===== src/rtl/wrr_arb_pkg.sv =====
// -----------------------------------------------------------------------------
// wrr_arb_pkg
// Shared types and helpers for the weighted round-robin burst arbiter.
//   state_t       : arbiter FSM state (IDLE, GRANT)
//   idx_width()   : width of a port index for a given port count
//   weight_of()   : extracts the weight field of one port from the packed bus
// -----------------------------------------------------------------------------
package wrr_arb_pkg;

    typedef enum logic {
        IDLE  = 1'b0,
        GRANT = 1'b1
    } state_t;

    // Upper bound on NUM_PORTS*WEIGHT_W; callers zero-extend their weight bus
    // to this width so one helper serves every parameterisation.
    localparam int MAX_WEIGHT_BUS = 1024;

    // A single-port index still needs one bit so ports never collapse to zero width.
    function automatic int idx_width(input int n);
        return (n > 1) ? $clog2(n) : 1;
    endfunction

    function automatic logic [31:0] weight_of(
        input logic [MAX_WEIGHT_BUS-1:0] bus,
        input int                        idx,
        input int                        width
    );
        logic [MAX_WEIGHT_BUS-1:0] shifted;
        shifted = bus >> (idx * width);
        return 32'(shifted) & ((32'd1 << width) - 32'd1);
    endfunction

endpackage


===== src/rtl/rr_pick.sv =====
// -----------------------------------------------------------------------------
// rr_pick
// Combinational circular priority picker: returns the first set bit of req
// searching upward from ptr and wrapping past N-1 back to 0.
//   req  : request vector, bit i = port i
//   ptr  : port with the highest priority this cycle
//   pick : one-hot winner, all-zero when nothing is requested
//   idx  : index of the winner, 0 when nothing is requested
//   any  : at least one request present
// -----------------------------------------------------------------------------
module rr_pick
    import wrr_arb_pkg::*;
#(
    parameter int N  = 4,
    parameter int IW = idx_width(N)
) (
    input  logic [N-1:0]  req,
    input  logic [IW-1:0] ptr,
    output logic [N-1:0]  pick,
    output logic [IW-1:0] idx,
    output logic          any
);

    // Walk the offsets from farthest to nearest so the nearest requester
    // (smallest circular distance from ptr) is the last one written and wins.
    always_comb begin
        int p;
        p    = 0;
        idx  = '0;
        any  = 1'b0;
        pick = '0;
        for (int k = N - 1; k >= 0; k--) begin
            p = int'(ptr) + k;
            if (p >= N) p = p - N;
            if (req[p]) begin
                idx = IW'(p);
                any = 1'b1;
            end
        end
        if (any) pick[idx] = 1'b1;
    end

endmodule


===== src/rtl/wrr_burst_arbiter.sv =====
// -----------------------------------------------------------------------------
// wrr_burst_arbiter
// Weighted round-robin arbiter with burst hold. A winner keeps the grant for
// up to its programmed weight in cycles or until it drops its request; the
// rotation pointer then moves past it and the next winner is granted on the
// same edge, so back-to-back bursts have no bubble.
//   clk           : rising-edge clock
//   reset         : asynchronous active-high reset
//   request_i     : per-port request levels
//   weight_i      : packed per-port burst lengths (0 behaves as 1)
//   grant_o       : registered one-hot grant, zero when idle
//   grant_valid_o : registered, equals |grant_o
//   grant_idx_o   : registered index of the winner, 0 when idle
//   burst_rem_o   : cycles left in the burst including this one, 0 when idle
// -----------------------------------------------------------------------------
module wrr_burst_arbiter
    import wrr_arb_pkg::*;
#(
    parameter int NUM_PORTS = 4,
    parameter int WEIGHT_W  = 4
) (
    input  logic                            clk,
    input  logic                            reset,
    input  logic [NUM_PORTS-1:0]            request_i,
    input  logic [NUM_PORTS*WEIGHT_W-1:0]   weight_i,
    output logic [NUM_PORTS-1:0]            grant_o,
    output logic                            grant_valid_o,
    output logic [idx_width(NUM_PORTS)-1:0] grant_idx_o,
    output logic [WEIGHT_W-1:0]             burst_rem_o
);

    localparam int IDX_W = idx_width(NUM_PORTS);

    state_t                    state;
    logic [IDX_W-1:0]          pointer;
    logic [IDX_W-1:0]          next_ptr;
    logic [IDX_W-1:0]          pick_ptr;
    logic [NUM_PORTS-1:0]      pick;
    logic [IDX_W-1:0]          pick_idx;
    logic                      pick_any;
    logic                      hold;
    logic [MAX_WEIGHT_BUS-1:0] weight_bus;
    logic [WEIGHT_W-1:0]       win_weight;
    logic [WEIGHT_W-1:0]       load_rem;

    assign weight_bus = MAX_WEIGHT_BUS'(weight_i);

    // The current winner keeps the grant only while it still requests and has
    // more than the present cycle left in its burst.
    assign hold     = request_i[grant_idx_o] && (burst_rem_o > WEIGHT_W'(1));
    assign next_ptr = (grant_idx_o == IDX_W'(NUM_PORTS - 1)) ? '0 : grant_idx_o + IDX_W'(1);

    // At a burst end the pick must already use the advanced pointer so the
    // next winner can be granted on the very same edge.
    assign pick_ptr = (state == GRANT) ? next_ptr : pointer;

    rr_pick #(
        .N  (NUM_PORTS),
        .IW (IDX_W)
    ) u_pick (
        .req  (request_i),
        .ptr  (pick_ptr),
        .pick (pick),
        .idx  (pick_idx),
        .any  (pick_any)
    );

    // Weight is read only for the port about to start a burst, so mid-burst
    // changes wait for that port's next grant.
    assign win_weight = WEIGHT_W'(weight_of(weight_bus, int'(pick_idx), WEIGHT_W));
    assign load_rem   = (win_weight == '0) ? WEIGHT_W'(1) : win_weight;

    // FSM, rotation pointer and all output registers. A burst end either
    // loads the next winner directly or falls back to IDLE with outputs zeroed.
    always_ff @(posedge clk or posedge reset) begin
        if (reset) begin
            state         <= IDLE;
            pointer       <= '0;
            grant_o       <= '0;
            grant_valid_o <= 1'b0;
            grant_idx_o   <= '0;
            burst_rem_o   <= '0;
        end else begin
            case (state)
                IDLE: begin
                    if (pick_any) begin
                        state         <= GRANT;
                        grant_o       <= pick;
                        grant_valid_o <= 1'b1;
                        grant_idx_o   <= pick_idx;
                        burst_rem_o   <= load_rem;
                    end
                end
                GRANT: begin
                    if (hold) begin
                        burst_rem_o <= burst_rem_o - WEIGHT_W'(1);
                    end else begin
                        pointer <= next_ptr;
                        if (pick_any) begin
                            grant_o       <= pick;
                            grant_valid_o <= 1'b1;
                            grant_idx_o   <= pick_idx;
                            burst_rem_o   <= load_rem;
                        end else begin
                            state         <= IDLE;
                            grant_o       <= '0;
                            grant_valid_o <= 1'b0;
                            grant_idx_o   <= '0;
                            burst_rem_o   <= '0;
                        end
                    end
                end
                default: state <= IDLE;
            endcase
        end
    end

endmodule


===== config.mk =====
export PLATFORM = sky130hd
export DESIGN_NAME = wrr_burst_arbiter
export DESIGN_NICKNAME = d
export VERILOG_FILES = /design/src/rtl/wrr_arb_pkg.sv /design/src/rtl/rr_pick.sv /design/src/rtl/wrr_burst_arbiter.sv
export SDC_FILE = /design/constraint.sdc
export NUM_CORES = 1
export LEC_CHECK = 0
export CORE_ASPECT_RATIO = 0.9
export CORE_MARGIN = 2
export CORE_UTILIZATION = 43
export DETAILED_ROUTE_END_ITERATION = 10
export GPL_TIMING_DRIVEN = 0
export PLACE_DENSITY = 0.75
export SETUP_SLACK_MARGIN = 0.05
export SLEW_MARGIN = 25
export SYNTH_ARGS = -nofsm -noshare
export SYNTH_HDL_FRONTEND = slang
export SYNTH_SLANG_ARGS = --single-unit

===== constraint.sdc =====
create_clock -name clk -period 2.4 [get_ports clk]
set_input_delay 0.48 -clock clk [delete_from_list [all_inputs] [get_ports clk]]
set_output_delay 0.48 -clock clk [all_outputs]
set_load 0.02 [all_outputs]

### Yosys cells after proc, flatten, opt, wreduce, memory -nomap -nowiden

Index checks and enable logic that the tools add are counted.

* register bits after elaboration: 14
* input bits: 22
* output and inout bits: 11
* word-level logic and storage cells: 87

* add/subtract/negate cells: 9
* $lt $le $gt $ge: 12
* eq/ne operators: 3
* shifts and indexed selects: 1
* muxes and demuxes: 49
* bitwise logic cells: 2
* reductions and logical operators: 5

Operators by type and width (number)
* less-than comparator 32 x 4 -> 1 bit (second input constant): 4
* 2-to-1 mux 32 bit: 4
* greater-or-equal comparator 32 x 4 -> 1 bit (second input constant): 3
* subtractor 32 x 4 -> 32 bit (second input constant): 3
* 2-to-1 mux 4 bit: 7
* 2-to-1 mux 1 bit: 18
* 2-to-1 mux 2 bit: 9
* case mux 4 bit (2 select lines): 2
* right shift 16 x 4 -> 4 bit: 1
* binary-select mux 1 bit (select 2 bit): 5
* adder 2 x 2 -> 3 bit (second input constant): 2
* less-than comparator 2 x 3 -> 1 bit (second input constant): 2
* > comparator 4 x 1 -> 1 bit (second input constant): 1
* zero test 4 bit: 1
* != test 2 bit (second input constant): 2
* case mux 1 bit (2 select lines): 2
* case mux 2 bit (2 select lines): 1
* AND reduction 2 bit: 2
* subtractor 2 x 3 -> 4 bit (second input constant): 1
* subtractor 4 x 1 -> 4 bit (second input constant): 1
* adder 2 x 1 -> 3 bit (second input constant): 1
* greater-or-equal comparator 2 x 3 -> 1 bit (second input constant): 1
* adder 2 x 1 -> 2 bit (second input constant): 1
* demux 1 bit (select 2 bit): 1
* 4 further kinds: 6

### Longest topological paths before layout

* depth in word-level cells: 20
* mapped depth: 10
* depth with buffers taken out: 8

### By module

Synthesis repeated with hierarchy kept, for this count alone.

* cells, all modules: 111
* area total of the unflattened synthesis: 1102.3 um2

By module, submodules not included
* wrr_burst_arbiter: times used 1, cells an instance 78, area each 890.9 um2, seq. area each 350.3 um2
* rr_pick: times used 1, cells an instance 33, area each 211.5 um2, seq. area each 0.0 um2

### Worst setup path after synthesis

OpenSTA, ideal clock, no wires.

* path type: register to register
* start: register grant_idx_o[0]
* end: register burst_rem_o[0]
* setup time: 0.128 ns
* data arrival time: 2.446 ns
* data required time: 2.272 ns
* path slack: -0.174 ns
* stages on the path, launching flop included: 10
* buffers on the path: 1
* period minus slack after synthesis: 2.574 ns
* cells stage by stage: dfrtp_1 ha_1 mux2_4 and2_4 or3_1 buf_6 a221oi_1 nor4_1 a311oi_1 nand2_1

* longest elaborated chain between the ends: 19
* elaborated cells on any way between the ends: 50
* those cells by class: 8 x add/sub; 4 x order compare; 2 x eq/ne; 1 x shift; 33 x mux; 2 x reduce/logical

RTL lines
* start: declaration: RTL line wrr_burst_arbiter.sv:28 `output logic [idx_width(NUM_PORTS)-1:0] grant_idx_o,`
* start signal: assignment: RTL line wrr_burst_arbiter.sv:90 `grant_idx_o <= pick_idx;`
* start signal: assignment: RTL line wrr_burst_arbiter.sv:102 `grant_idx_o <= pick_idx;`
* adder 2 x 1 -> 2 bit / equality test 2 bit (equally long branches): RTL line wrr_burst_arbiter.sv:51 `assign next_ptr = (grant_idx_o == IDX_W'(NUM_PORTS - 1)) ? '0 : grant_idx_o + IDX_W'(1);`
* 2-to-1 mux 2 bit (*): RTL line wrr_burst_arbiter.sv:51
* via next_ptr[1]: RTL line wrr_burst_arbiter.sv:36 `logic [IDX_W-1:0] next_ptr;`
* 2-to-1 mux 2 bit (*): RTL line wrr_burst_arbiter.sv:55 `assign pick_ptr = (state == GRANT) ? next_ptr : pointer;`
* adder 2 x 2 -> 3 bit: RTL line rr_pick.sv:33 `p = int'(ptr) + k;`
* subtractor 32 x 4 -> 32 bit / greater-or-equal comparator 32 x 4 -> 1 bit (equally long branches): RTL line rr_pick.sv:34 `if (p >= N) p = p - N;`
* 2-to-1 mux 32 bit: RTL line rr_pick.sv:34
* binary-select mux 1 bit (select 2 bit): RTL line rr_pick.sv:35 `if (req[p]) begin`
* 2-to-1 mux 1 bit (implied by the code) (2 in series): RTL line rr_pick.sv:35
* 2-to-1 mux 2 bit (4 in series): RTL line rr_pick.sv:35
* right shift 16 x 4 -> 4 bit: RTL line wrr_arb_pkg.sv:30 `shifted = bus >> (idx * width);`
* zero test 4 bit: RTL line wrr_burst_arbiter.sv:71 `assign load_rem = (win_weight == '0) ? WEIGHT_W'(1) : win_weight;`
* 2-to-1 mux 4 bit: RTL line wrr_burst_arbiter.sv:71
* 2-to-1 mux 4 bit: RTL line wrr_burst_arbiter.sv:99 `if (pick_any) begin`
* 2-to-1 mux 4 bit: RTL line wrr_burst_arbiter.sv:95 `if (hold) begin`
* case mux 4 bit (2 select lines): RTL line wrr_burst_arbiter.sv:84 `case (state)`
* end signal: assignment: RTL line wrr_burst_arbiter.sv:91 `burst_rem_o <= load_rem;`
* end signal: assignment: RTL line wrr_burst_arbiter.sv:96 `burst_rem_o <= burst_rem_o - WEIGHT_W'(1);`
* end signal: assignment: RTL line wrr_burst_arbiter.sv:103 `burst_rem_o <= load_rem;`
* end: declaration: RTL line wrr_burst_arbiter.sv:29 `output logic [WEIGHT_W-1:0] burst_rem_o`

Mark *: on every way through the listed nets, which the timed path passes. The rest lies on a longest branch. The select of a mux whose other input is x is not followed.
A chain may end at the register's enable or synchronous reset.

### Worst setup path in the final report

Ends and elaborated chain as after synthesis.

==> impl_summary.log <==
[metrics] routed vias/inst: 5.93
[metrics] grt total ovfl: 0
[metrics] number of H-tree levels: 1
[metrics] VDD IR max: between 0.6 and 0.7 mV
[metrics] Area growth, synth to finish: 50.0%
[metrics] Top-Level Pins: 33
[metrics] aggregate routed wire length: 3.34 mm
[metrics] post-synthesis sequential area ratio: between 20 and 30%
[metrics] number of CTS-inserted buffers: 3
[metrics] cell at the root of the clock tree: sky130_fd_sc_hd__clkbuf_4
[metrics] maximum clock rate: 0.400 GHz
[metrics] pins over their slew limit: 0
[metrics] relative slew slack: 59.7%
[metrics] Final setup violation count: 2
[metrics] part of the power in combinational logic: 75.6%
[metrics] clock sink count: 14
[metrics] GRT Overall Usage: a little over a fifth
[metrics] worst-skew pair later-pin latency: 0.27 ns
[metrics] area taken by flip-flops and latches: 353 µm²
[metrics] height of the chip: 54.4 µm
[metrics] Synth Cell Area: 0.00121 mm²
[metrics] part of the cycle the worst path needs: 104%
[metrics] IO Port Bufs: 32
[metrics] layout net count: 205
[metrics] count of flip-flops with a built-in enable after synthesis: 0
[metrics] area of the core region: 0.00270 mm²
[metrics] FP Rows: 18
[metrics] switching power of the nets: 1080 µW
[metrics] dominant register cell in the synthesized netlist: sky130_fd_sc_hd__dfrtp_1
[metrics] Placer Congestion: 0.850
[metrics] number of DRC markers after the initial detailed-route iteration: 96
[metrics] transition time at the pin with the least slew margin: about 0.6 ns
[metrics] via count of the first global-routing pass: 1,109
[metrics] ratio of total power to cell area: 1290 mW/mm²
[metrics] post-detailed-route wirelength per cell: 16.0 µm
[metrics] Final HPWL DP: 2.43 mm
[metrics] category of the critical setup timing path: reg2reg
[metrics] die extent in x: roughly 60 µm
[metrics] starting density of the core: 44.8%
[metrics] mean instance size in the synthesized netlist: 9.39 µm²
[metrics] largest net degree at the start of global routing: 15
[metrics] Arr. time, crit path: 2.65 ns
[metrics] internal power: 1260 µW
[metrics] area of the die: 0.00326 mm²
[metrics] Placed Instances: 191
[metrics] Async S/R FF share, synth: 100%
[metrics] Fin. Hold Viols: 0
[metrics] diode insertion count for antenna repair: 0
[metrics] sequential share of power: between 10% and 20%
[metrics] synthesized instance count: 129
[metrics] TritonCTS clock tree: yes
[metrics] share of cells above drive strength 1: 31.8%
[metrics] maximum clock skew at final layout: ~0.0062 ns
[metrics] non-filler instance count after layout: 209
[metrics] DRT Pass-1 Iters: 4
[metrics] number of antenna violations at the first check in global routing: 0
[metrics] Switching Fraction: a little under half
[metrics] startpoint class of the critical path: register
[metrics] filler instances: 222
[metrics] global-route wire length before repair: 5.20 mm
[metrics] time the worst path needs with I/O delays and setup: 2.50 ns
[metrics] via count: 1,239
[metrics] post-route ant nets: 0
[metrics] Critical Path RT: 2.55 ns
[metrics] Cell variety after synth: 57
[metrics] Layout Utilization: 67.2%
[metrics] detailed-route DRC error count: 0
[metrics] setup repair after global routing missed its margin: yes
[metrics] outcome: finished, violations left
[metrics] net count of the mapped netlist: 154
[metrics] clock transition at the register clock pins on the worst setup and hold paths after CTS: 0.08 ns
[metrics] portion of total power attributed to the clock network: under 10%
[metrics] final worst slack: -0.102 ns
[metrics] number of max-cap violations: 0
[metrics] maximum clock path buffer count: 2
[metrics] register bit count reported by yosys: 14
[metrics] Hold/Removal Path Class: reg2reg
[metrics] violated checks: negative setup slack
[metrics] multi-input gate area in the final layout: 898 µm²
[metrics] setup TNS after final layout: -0.111 ns
[metrics] Setup crit end kind: register
[metrics] largest fanout on the critical path: 7
[metrics] static leakage power: 0.000769 µW
[metrics] Yosys Warn Count: 0
## layout make-up
cell class	count	share of cell area, %
Buffer	4	2.27
Inverter	7	1.58
Sequential cell	14	19.4
Tap cell	30	2.07
Timing Repair Buffer	46	23.8
Multi-Input combinational cell	104	49.4
Clock buffer	4	1.45
## registers in the layout (all words and copies together) (netlist names)
name and flops:
grant_valid_o 1, grant_idx_o 2, grant_o 4, state 1
burst_rem_o 4, pointer 2
## what timing repair did
item | 4_1_cts | 5_1_grt
hold buffers | 0 | 0
pin swaps | 6 | 14
gates resized for setup | 5 | 8
setup endpoints to repair | 4 | 7
gates cloned | 0 | 0
buffers inserted | 5 | 9
## power by group through the flow
stage | clock (µW) | sequential (µW) | combinational, µW
after CTS | 136 | 438 | 1610
after global routing | 148 | 454 | 1910
after floorplan | 0 | 535 | 968
after detailed placement | 0 | 463 | 1470
after global placement | 0 | 455 | 1440
final | 132 | 439 | 1770
## worst max-delay path, stage by stage (launching register included)
cell and delay (ns):
sky130_fd_sc_hd__dfrtp_2 0.43, sky130_fd_sc_hd__ha_4 0.26, sky130_fd_sc_hd__mux2_4 0.30, sky130_fd_sc_hd__and2_4 0.18
sky130_fd_sc_hd__o311ai_4 0.41, sky130_fd_sc_hd__a221oi_2 0.14, sky130_fd_sc_hd__o22a_1 0.27, sky130_fd_sc_hd__a311oi_2 0.29
sky130_fd_sc_hd__nand2_1 0.10
## path summary, 6_finish.rpt
kind,from,slack (ns),depth (start not counted),end
setup / recovery,grant_idx_o[0],-0.10,8,burst_rem_o[0]
max in group asynchronous,reset,1.50,2,grant_idx_o[1]
min in group asynchronous,reset,0.53,2,grant_o[1]
hold reg to reg,pointer[0],0.49,2,pointer[0]
hold / removal,pointer[0],0.49,2,pointer[0]
setup reg to reg,grant_idx_o[0],-0.10,8,burst_rem_o[0]
## synth_stat cells, drive strengths merged, types with 3 or more instances
master / count / area [µm²]
dfrtp: 14 / 350
nand2: 14 / 52.6
a21oi: 8 / 40.0
and3: 7 / 51.3
inv: 7 / 28.8
a221oi: 6 / 65.1
nor2: 6 / 22.5
nor3: 6 / 52.6
o21ai: 5 / 25.0
buf: 3 / 27.5
ha: 3 / 37.5
o31ai: 3 / 22.5
or2: 3 / 18.8
## metrics by stage
stage / instance area (µm²) / hold slack [ns] / total power [µW] / setup slack [ns]
after floorplan: 1250 / 0.369 / 1500 / 0.0407
after global placement: 1610 / 0.475 / 1890 / -0.331
after detailed placement: 1610 / 0.479 / 1930 / -0.411
after CTS: 1700 / 0.497 / 2190 / -0.153
after global routing: 1820 / 0.527 / 2510 / -0.221
final: 1820 / 0.493 / 2340 / -0.102
## logic make-up (layout without fill, tap and decap cells)
family | after synthesis | in the layout | share of synthesized area [%]
multiplexers | 4 | 4 | 4.85
flip-flops | 14 | 14 | 28.9
AND/OR/NAND/NOR | 52 | 52 | 25.5
XOR/XNOR | 1 | 1 | 0.723
AO/OA/AOI/OAI | 44 | 44 | 31.1
adder cells (fa/ha/maj) | 3 | 3 | 3.10
buffers and inverters | 11 | 61 | 5.78
## layout by cell type, fill, tap and decap left out, types with 2 or more instances in the layout
master                            instances
sky130_fd_sc_hd__a221oi_2                 6
sky130_fd_sc_hd__nor4_1                   2
sky130_fd_sc_hd__o21ai_1                  4
sky130_fd_sc_hd__a21o_1                   2
sky130_fd_sc_hd__nor3_1                   4
sky130_fd_sc_hd__nand4_1                  2
sky130_fd_sc_hd__nor2b_1                  2
sky130_fd_sc_hd__buf_4                   13
sky130_fd_sc_hd__a22o_1                   2
sky130_fd_sc_hd__a21oi_1                  8
sky130_fd_sc_hd__nor2_1                   6
sky130_fd_sc_hd__dfrtp_2                  2
sky130_fd_sc_hd__dfrtp_1                 12
sky130_fd_sc_hd__clkdlybuf4s50_1         31
sky130_fd_sc_hd__and3_2                   2
sky130_fd_sc_hd__and2b_2                  2
sky130_fd_sc_hd__buf_6                    3
sky130_fd_sc_hd__inv_1                    6
sky130_fd_sc_hd__nor3_4                   2
sky130_fd_sc_hd__and3_1                   4
sky130_fd_sc_hd__nand2_1                 13
sky130_fd_sc_hd__clkbuf_4                 3
sky130_fd_sc_hd__ha_1                     2
sky130_fd_sc_hd__o31ai_1                  3
## routing by layer
layer	vias up	global-route usage, %	part of all wire, %
li1	613	-	-
met1	586	30.3	49
met2	38	33.2	46
met3	2	2.13	4.7
met4	0	8.15	0.51
met5	-	0	0
No activity file was read; power rests on OpenSTA's default activity.
==> patch 1 (config.mk and constraints unchanged) <==
The parameter `WEIGHT_W` goes from 4 to 6.
--- a/src/rtl/wrr_burst_arbiter.sv
+++ b/src/rtl/wrr_burst_arbiter.sv
@@ -19,3 +19,3 @@
     parameter int NUM_PORTS = 4,
-    parameter int WEIGHT_W  = 4
+    parameter int WEIGHT_W  = 6
 ) (
Interface: changed (resized burst_rem_o and weight_i); port bits go from 33 to 43. No check against the original RTL was run, so the function may have changed too.
==> patch 1 against the unedited design <==
The flow still finishes with violations (negative setup slack). Sequential cell count rose by 2. Synthesized area is 16% higher. Power increased by 20%. Cell area is 18% higher. Worst setup slack better by 0.080 ns. Sequential share of layout area decreased by 0.56 points. Critical path depth up 1. Global-route usage grew 2.2 points. Die area rose by 15%. Routed wire length increased by 31%. Critical path type unchanged. Largest cell class unchanged.
==> patch 1: results <==
export IMPL_grt_pass1_wl_um=6870
export IMPL_nFillCells=246
export IMPL_vias=1600
export IMPL_violations="negative setup slack"
export IMPL_layout_drive_gt1_share=0.271
export IMPL_synth_nets=196
export IMPL_yosysSeqAreaShare=0.285
export IMPL_leakage_nw=0.832
export IMPL_synth_common_cells="dfrtp_1 (16), nand2_1 (16), nand3_1 (9), nor2_1 (9), o21ai_1 (7)"
export IMPL_path_max_fanout=10
export IMPL_grt_total_usage=0.234
export IMPL_finalWirelength_um=4390
export IMPL_grt_max_degree=17
export IMPL_setup_viol=1
export IMPL_synth_adder_area_share=0.0267
export IMPL_arrival_ns=2.59
export IMPL_status="finished, violations left"
export IMPL_hold_path_endpoint="grant_o[3]"
export IMPL_cts_resized=4
export IMPL_worstHoldStart="grant_o[3]"
export IMPL_nets=252
export IMPL_power_internal_mw=1.47
export IMPL_first_global_vias=1479
export IMPL_setup_slack_ns=-0.0216
export IMPL_relSlewSlack=0.593
[patch 1: metrics by stage]
step                cells  setup slack [ns]  power, mW  hold WS, ns  instance area (sq um)
finish                260           -0.0216       2.80        0.495                   2140
global route          260           -0.0939       2.98        0.536                   2140
floorplan             163          -0.00894       1.73        0.394                   1420
CTS                   256           -0.0335       2.53        0.502                   1980
global placement      247            -0.326       2.20        0.468                   1890
detailed placement    247            -0.344       2.26        0.480                   1890
[patch 1: metal layers]
layer | GRT usage | part of all wire | vias to the layer above | wire length (um)
li1 | - | - | 746 | -
met1 | 0.295 | 0.42 | 774 | 1850
met2 | 0.420 | 0.50 | 70 | 2220
met3 | 0.0350 | 0.055 | 10 | 241
met4 | 0.0638 | 0.019 | 0 | 82
met5 | 0 | 0 | - | 0
[patch 1: final cells by class]
class / instances / area share
multi-input cells: 131 / 0.493
repair buffers: 52 / 0.233
flip-flops and latches: 16 / 0.189
plain buffers: 10 / 0.0346
well taps: 42 / 0.0246
clock buffers: 4 / 0.0170
inverters: 5 / 0.00879
==> patch 2 (config.mk and constraints unchanged) <==
Made on the original files. Reset style: synchronous (`reset`), changed in one clocked block. Comments in the files are not updated.
--- a/src/rtl/wrr_burst_arbiter.sv
+++ b/src/rtl/wrr_burst_arbiter.sv
@@ -74,3 +74,3 @@
     // loads the next winner directly or falls back to IDLE with outputs zeroed.
-    always_ff @(posedge clk or posedge reset) begin
+    always_ff @(posedge clk) begin
         if (reset) begin
Check against the original RTL: differs if reset is asserted again (counterexample within 4 cycles, from zero or initial values and one cycle with reset high); with reset held inactive, the same outputs for 10 cycles.
==> patch 2 against the unedited design <==
Cell area shrank 18%. Clock skew fell by 0.0050 ns. Global-route usage is 0.79 points lower. Non-clock buffer count down 10. Final cell count is 12% lower. Synthesized area decreased by 14%. Routed wire length shrank 11%. Synthesized cell count decreased by 9.3%. Die area decreased by 13%. Sequential cell count unchanged. Utilization is 0.18 points higher. Worst setup slack better by 0.25 ns.
Power is not compared: it rests on default switching activity, and its combinational part moved more than twofold at a synthesized area within 25%.
==> patch 2: results <==
export IMPL_status="complete, no violations"
export IMPL_path_max_fanout=8
export IMPL_drtIter0Drc=45
export IMPL_grt_total_usage=0.204
export IMPL_yosysSeqAreaShare=0.270
export IMPL_synth_distinct_cells=41
export IMPL_min_path_type="flop to flop"
export IMPL_nets=182
export IMPL_yosys_warnings=0
export IMPL_firstDrtPassIters=4
export IMPL_slowest_delay_ns=0.39
export IMPL_first_global_vias=1018
export IMPL_cts_root_buf="clkbuf_4"
export IMPL_arrival_ns=2.42
export IMPL_dp_hpwl_um=2190
export IMPL_clockBufferDepth=2
export IMPL_fin_skew_ns=0.00113
export IMPL_peakVddDrop_mv=0.558
export IMPL_synth_common_cells="dfxtp_1 (14), nor2_1 (13), nand2_1 (9)"
export IMPL_synthArstFlopShare=0
export IMPL_vias=1085
export IMPL_synth_nets=142
export IMPL_via_per_inst=5.93
export IMPL_htreeDepth=1
export IMPL_layout_drive_gt1_share=0.173
export IMPL_cp_top_family="compound AO/OA/AOI/OAI gates"
export IMPL_dp_cells=174
export IMPL_gp_congestion=0.782
export IMPL_clk_pin_slew_ns=0.09
export IMPL_post_dp_cell_area_sq_mm=0.00137
export IMPL_syn_area_per_cell_sq_um=8.88
export IMPL_worst_pin_slew_ns=0.538
export IMPL_antenna_found_initial=0
export IMPL_cp_slowest_cell="dfxtp_4"
export IMPL_placement_io_buffers=30
export IMPL_grt_max_degree=11
export IMPL_antenna_cells=0
export IMPL_grt_pass1_wl_um=4560
export IMPL_top_regs="burst_rem_o (4), grant_o (4)"
export IMPL_finalWirelength_um=2960
export IMPL_netlist_top_cells_area="dfxtp_1 (27%), o2111a_1 (5.4%), nor2_1 (4.7%)"
==> patch 2: final cells by class <==
class	count	area [sq um]
buffer	5	28.8
clock buffer	4	36.3
fill	173	724
inverter	6	22.5
multi-input combinational	92	753
sequential	14	285
tap	27	33.8
timing repair buffer	35	338
==> patch 2: kinds of logic after synthesis <==
| kind of cell | share of synthesized area |
|---|---|
| DFF | 0.270 |
| and+or+nand+nor | 0.187 |
| buffers and inverters | 0.0494 |
| AOI/OAI and AO/OA | 0.406 |
| adders and majority gates | 0.0361 |
| muxes | 0.0518 |
==> patch 2: repair_timing <==
item,CTS,global route
hold buffers,0,0
buffers inserted,0,5
pin swaps,1,1
resized for setup,3,6
setup endpoints to repair,3,4
==> patch 2: worst min-delay path, cell delays in order, from the launching register on <==
cell	delay, ns
dfxtp_1	0.35
nand2_1	0.06
a21oi_1	0.05
==> patch 2: metrics by stage <==
stage                     utilization  setup slack [ns]
after floorplan                     -            0.0707
after CTS                       0.644           0.00833
after global placement          0.618            -0.215
final                           0.674             0.144
after global routing            0.674            0.0429
after detailed placement        0.618            -0.278
==> patch 2: metal layers <==
layer  vias to the layer above  part of all wire  GRT usage  wire length [um]
li1                        533                 -          -                 -
met5                         -                 0          0                 0
met1                       515              0.45      0.280              1320
met2                        37              0.50      0.333              1470
met4                         0                 0     0.0203                 0
met3                         0             0.059     0.0541               173
==> patch 2: power breakdown <==
| group | total, mW | internal, mW | switching [mW] |
|---|---|---|---|
| Clock | 0.174 | 0.0923 | 0.0814 |
| Sequential | 0.329 | 0.277 | 0.0523 |
| Combinational | 0.549 | 0.266 | 0.282 |
==> patch 2: worst paths after layout <==
path | slack, ns | to | cells past startpoint | startpoint
setup / recovery | 0.14 | burst_rem_o[0] | 7 | grant_idx_o[0]
hold / removal | 0.50 | pointer[0] | 2 | pointer[0]
setup reg to reg | 0.14 | burst_rem_o[0] | 7 | grant_idx_o[0]
hold reg to reg | 0.50 | pointer[0] | 2 | pointer[0]
